**src/rtl/uart_pkg.sv**
```systemverilog
// Shared UART definitions: transmitter FSM states, parity type codes and default frame width.
package uart_pkg;

    localparam int DEFAULT_DATA_WIDTH = 8;

    localparam logic PAR_EVEN = 1'b0;
    localparam logic PAR_ODD  = 1'b1;

    typedef enum logic [2:0] {
        IDLE,
        START,
        DATA,
        PARITY,
        STOP
    } tx_state_t;

endpackage

```
**src/rtl/tx_bit_timer.sv**
```systemverilog
// Bit timer for the UART transmitter: edge counter, data-bit index and bit-boundary strobe.
module tx_bit_timer
    import uart_pkg::*;
#(
    parameter int CNT_W = 3
) (
    input  logic             clk,
    input  logic             rst,
    input  logic             clear,
    input  logic [4:0]       prescale,
    output logic [CNT_W-1:0] bit_cnt,
    output logic             bit_done
);

    logic [4:0] edge_cnt;

    // A prescale of 0 makes P-1 wrap to 31, giving the 32-cycle bit period.
    assign bit_done = (edge_cnt == prescale - 5'd1);

    always_ff @(posedge clk) begin
        if (!rst) begin
            edge_cnt <= '0;
            bit_cnt  <= '0;
        end else if (clear) begin
            edge_cnt <= '0;
            bit_cnt  <= '0;
        end else if (bit_done) begin
            edge_cnt <= '0;
            bit_cnt  <= bit_cnt + 1'b1;
        end else begin
            edge_cnt <= edge_cnt + 5'd1;
        end
    end

endmodule

```
**src/rtl/uart_tx.sv**
```systemverilog
// UART transmitter: start, LSB-first data, optional parity, one stop bit; P clocks per bit.
// Parity support is compiled in only when UART_TX_PARITY_EN is defined.
module uart_tx
    import uart_pkg::*;
#(
    parameter int DATA_WIDTH = DEFAULT_DATA_WIDTH
) (
    input  logic                  clk,
    input  logic                  rst,
    input  logic [DATA_WIDTH-1:0] p_data,
    input  logic                  data_valid,
    input  logic                  par_en,
    input  logic                  par_typ,
    input  logic [4:0]            prescale,
    output logic                  tx_out,
    output logic                  busy
);

    localparam int CNT_W = (DATA_WIDTH > 1) ? $clog2(DATA_WIDTH) : 1;
    localparam logic [CNT_W-1:0] LAST_BIT = CNT_W'(DATA_WIDTH - 1);

    tx_state_t             state;
    tx_state_t             next_state;
    logic [DATA_WIDTH-1:0] shift_q;
    logic [DATA_WIDTH-1:0] shift_d;
    logic [4:0]            prescale_q;
    logic                  tx_d;
    logic                  accept;
    logic                  clear;
    logic                  bit_done;
    logic [CNT_W-1:0]      bit_cnt;

`ifdef UART_TX_PARITY_EN
    logic par_en_q;
    logic par_bit_q;
`else
    logic unused_par;
    assign unused_par = par_en ^ par_typ;
`endif

    tx_bit_timer #(
        .CNT_W(CNT_W)
    ) u_timer (
        .clk     (clk),
        .rst     (rst),
        .clear   (clear),
        .prescale(prescale_q),
        .bit_cnt (bit_cnt),
        .bit_done(bit_done)
    );

    assign clear = (next_state != state);
    assign busy  = (state != IDLE);

    // tx_d is the line value for the next cycle, so tx_out changes exactly on state/bit edges.
    always_comb begin
        next_state = state;
        tx_d       = tx_out;
        shift_d    = shift_q;
        accept     = 1'b0;
        case (state)
            IDLE: begin
                tx_d = 1'b1;
                if (data_valid) begin
                    accept     = 1'b1;
                    next_state = START;
                    tx_d       = 1'b0;
                end
            end
            START: begin
                if (bit_done) begin
                    next_state = DATA;
                    tx_d       = shift_q[0];
                end
            end
            DATA: begin
                if (bit_done) begin
                    if (bit_cnt == LAST_BIT) begin
`ifdef UART_TX_PARITY_EN
                        if (par_en_q) begin
                            next_state = PARITY;
                            tx_d       = par_bit_q;
                        end else begin
                            next_state = STOP;
                            tx_d       = 1'b1;
                        end
`else
                        next_state = STOP;
                        tx_d       = 1'b1;
`endif
                    end else begin
                        shift_d = shift_q >> 1;
                        tx_d    = shift_d[0];
                    end
                end
            end
`ifdef UART_TX_PARITY_EN
            PARITY: begin
                if (bit_done) begin
                    next_state = STOP;
                    tx_d       = 1'b1;
                end
            end
`endif
            STOP: begin
                if (bit_done) begin
                    next_state = IDLE;
                    tx_d       = 1'b1;
                end
            end
            default: begin
                next_state = IDLE;
                tx_d       = 1'b1;
            end
        endcase
    end

    always_ff @(posedge clk) begin
        if (!rst) begin
            state      <= IDLE;
            tx_out     <= 1'b1;
            shift_q    <= '0;
            prescale_q <= '0;
        end else begin
            state      <= next_state;
            tx_out     <= tx_d;
            shift_q    <= accept ? p_data : shift_d;
            prescale_q <= accept ? prescale : prescale_q;
        end
    end

`ifdef UART_TX_PARITY_EN
    always_ff @(posedge clk) begin
        if (!rst) begin
            par_en_q  <= 1'b0;
            par_bit_q <= 1'b0;
        end else if (accept) begin
            par_en_q  <= par_en;
            par_bit_q <= (par_typ == PAR_EVEN) ? ^p_data : ~^p_data;
        end
    end
`endif

endmodule
```
**config.mk**
```make
export PLATFORM = sky130hd
export DESIGN_NAME = uart_tx
export DESIGN_NICKNAME = d
export VERILOG_FILES = /design/src/rtl/uart_pkg.sv /design/src/rtl/tx_bit_timer.sv /design/src/rtl/uart_tx.sv
export SDC_FILE = /design/constraint.sdc
export NUM_CORES = 1
export LEC_CHECK = 0
export CORE_ASPECT_RATIO = 1.2
export CORE_MARGIN = 2
export CORE_UTILIZATION = 45
export CTS_CLUSTER_DIAMETER = 30
export DETAILED_ROUTE_END_ITERATION = 8
export GPL_ROUTABILITY_DRIVEN = 0
export MAX_ROUTING_LAYER = met4
export PLACE_DENSITY_LB_ADDON = 0.1
export REMOVE_ABC_BUFFERS = 1
export SLEW_MARGIN = 5
export SYNTH_ARGS = -nofsm -noshare
export SYNTH_HDL_FRONTEND = slang
export SYNTH_SLANG_ARGS = --single-unit
```
**constraint.sdc**
```tcl
create_clock -name clk -period 2.4 [get_ports clk]
set_input_delay 0.48 -clock clk [delete_from_list [all_inputs] [get_ports clk]]
set_output_delay 0.48 -clock clk [all_outputs]
set_load 0.03 [all_outputs]
```
==> impl_metrics.ini <==
[clocking]
clockBufferDepth = 2
worstSkewPairLatency_ps = 320
cts_max_level = 1
cts_tree = built
numCtsBuffers = 3
cts-root-buf = clkbuf_4
cts_sinks = 25
hold_buffers = 0
post-cts-setup-buffers = 0
clkTransAtPathRegs_ps = 140

[global_routing]
grt_max_degree = 22
antenna_found_initial = 0
groute.usage.overall_pct = 18.19
grt_pass1_vias = 1144
grt_pass1_wl_um = 4602
grt_overflow = 0

[power]
power_frac_seq_pct = 56.0
net-switching-power_uw = 231.3
fin_total_pwr_uw = 817.4
switching_share_pct = 28.30
combPwrFrac_pct = 21.4
peakVddDrop_mv = 0.4232
powerDensity_nw_per_um2 = 523.0
leakagePower_uw = 0.0006168
clock_power_share_pct = 22.6
internal_power_uw = 586.1

[place]
dp_hpwl_um = 2056
portBuffers = 17
placed_area_um2 = 1531

[yosys]
yosys_warnings = 0
synth_commonest_cells = 30 x nand2_1, 25 x dfxtp_1, 10 x a21oi_1, 10 x nor3_1
yosys_most_used_dff = dfxtp_1
synth_top_area_share_pct = 37.74
yosysMostFrequentCell = nand2_1
synth.area.top_cells = dfxtp_1 38%, nand2_1 8.5%, a311oi_1 4.6%, xor2_1 4.6%, a21oi_1 3.8%
synth_seq_cells = 25
avgSynthCellArea_um2 = 8.341
synthesis.area_um2 = 1326
postSynth.asyncResetShare_pct = 0
synth_area_leader_cell = dfxtp_1
syn_inst = 159
post_synth_num_cell_types = 41
synth_edf_count = 0
synth-seq-area-share_pct = 37.74

[setup_path]
cp.required_ps = 2660
cp.arrival_ps = 2360
crit_path_max_fanout = 14
critPathCaptureType = flop
worstSetupPathType = flop to flop
worstSetupStartpointType = flop

[timing]
fin_tns_setup_ps = 0
period_minus_slack_ps = 2102
worst_clock_skew_ps = 14.33
slew_viol_final = 0
timing.final.crit_share_pct = 87.58
hold_violations = 0
relSlewSlack_pct = 60.88
max_clock_freq_ghz = 0.4758
setup_viol = 0
tightest_slew_ps = 585.0
rsz0062_at_grt = no

[die]
initial_core_util_pct = 47.17
core_um2 = 2811
fp-row-count = 21
dieWidth_um = 53.56
die_area_um2 = 3399
fp.dieH_um = 63.47
ios = 20

[routing]
vias = 1151
wl_met1_um = 1263
wl_met3_um = 63
drtIter0Drc = 29
ant_nets = 0
first_pass_iters = 4
wl_per_cell_um = 13.06
drc = 0
wl_met2_um = 1394
totalWireLength_um = 2742
top_layer = met4
viasPerCell = 5.481

[outcome]
status = finished, final reports clean

[layout]
nNetsFinal = 199
num_antenna_cells = 0
drive_gt1_share_pct = 9.659
syn_to_final_growth_pct = 17.83
postLayoutCellArea_um2 = 1563

[min_path]
hp-class = flop to flop

[run]
drv_cap = 0
logic make-up (layout without fill, tap and decap cells):
family                     after synthesis  in the layout  share of synthesized area (%)
DFF                                     25             25                          37.74
and+or+nand+nor                         71             71                          27.74
adders and majority gates                4              4                          3.774
AOI/OAI and AO/OA                       32             32                          18.02
buffers and inverters                   16             33                          5.377
muxes                                    1              1                         0.7547
xor gates and xnor gates                10             10                          6.604
metrics by stage:
step	worst slack [ps]	utilization [%]	hold slack, ps	std cells
CTS	55.55	55.45	489.4	210
global placement	416.8	54.47	452.8	206
global route	68.39	55.59	507.7	210
detailed placement	331.7	54.47	468.5	206
floorplan	548.5	-	439.6	150
finish	298.1	55.59	486.2	210
flip-flops by register name, indices dropped and copies added (netlist names):
| register | flops |
|---|---|
| prescale_q | 5 |
| shift_q | 8 |
| state | 3 |
| tx_out | 1 |
| u_timer.bit_cnt | 3 |
| u_timer.edge_cnt | 5 |
power groups by stage:
stage                     combinational, µW  sequential [µW]  clock [µW]
after floorplan                         102              473           0
after CTS                               177              458         197
after detailed placement                176              467           0
after global routing                    193              462         215
after global placement                  171              466           0
final                                   175              458         185
placed cells by master (no fill, tap or decap), types with 2 or more instances in the layout:
cell type,instances
buf_4,5
or2_1,3
xor2_1,7
dfxtp_1,24
nor3_1,10
or3_1,2
clkbuf_4,3
nand3_1,7
a311oi_1,7
inv_1,6
o21ai_1,2
ha_1,4
nand2_1,30
a21oi_1,10
nor2_1,5
xnor2_1,3
o2111ai_1,3
nand2b_1,3
o21ai_0,2
clkdlybuf4s50_1,16
timing repair:
action,4_1_cts,5_1_grt
hold endpoints to repair,0,0
setup endpoints to repair,0,1
resized for setup,0,2
routing by layer:
metal  up-vias  global-route usage, %
met3         2                  2.133
li1        599                      -
met2        11                  31.17
met1       539                  20.77
met5         -                      -
met4         0                  7.372
path summary, 6_finish.rpt:
check / start / end / slack, ps / depth (start not counted)
worst max-delay path: prescale_q[0] / u_timer.bit_cnt[0] / 300 / 7
worst min-delay path: shift_q[7] / shift_q[7] / 490 / 2
worst max register to register: prescale_q[0] / u_timer.bit_cnt[0] / 300 / 7
worst min register to register: shift_q[7] / shift_q[7] / 490 / 2
worst max-delay path, stage by stage, from the launching register on:
cell and delay, ps:
dfxtp_1 420, inv_1 60, ha_1 240, nand2b_1 150, a21boi_1 270, o211ai_2 310
or3b_1 430, a21oi_1 150
layout make-up:
type / instances / area (µm²)
clock buffer: 3 / 22.52
timing repair buffer: 22 / 210.2
clock inverter: 1 / 5.005
multi-input combinational: 118 / 754.5
inverter: 7 / 26.28
fill: 262 / 1249
sequential: 25 / 501.7
tap: 34 / 42.54
Power figures use the tool's default switching activity.
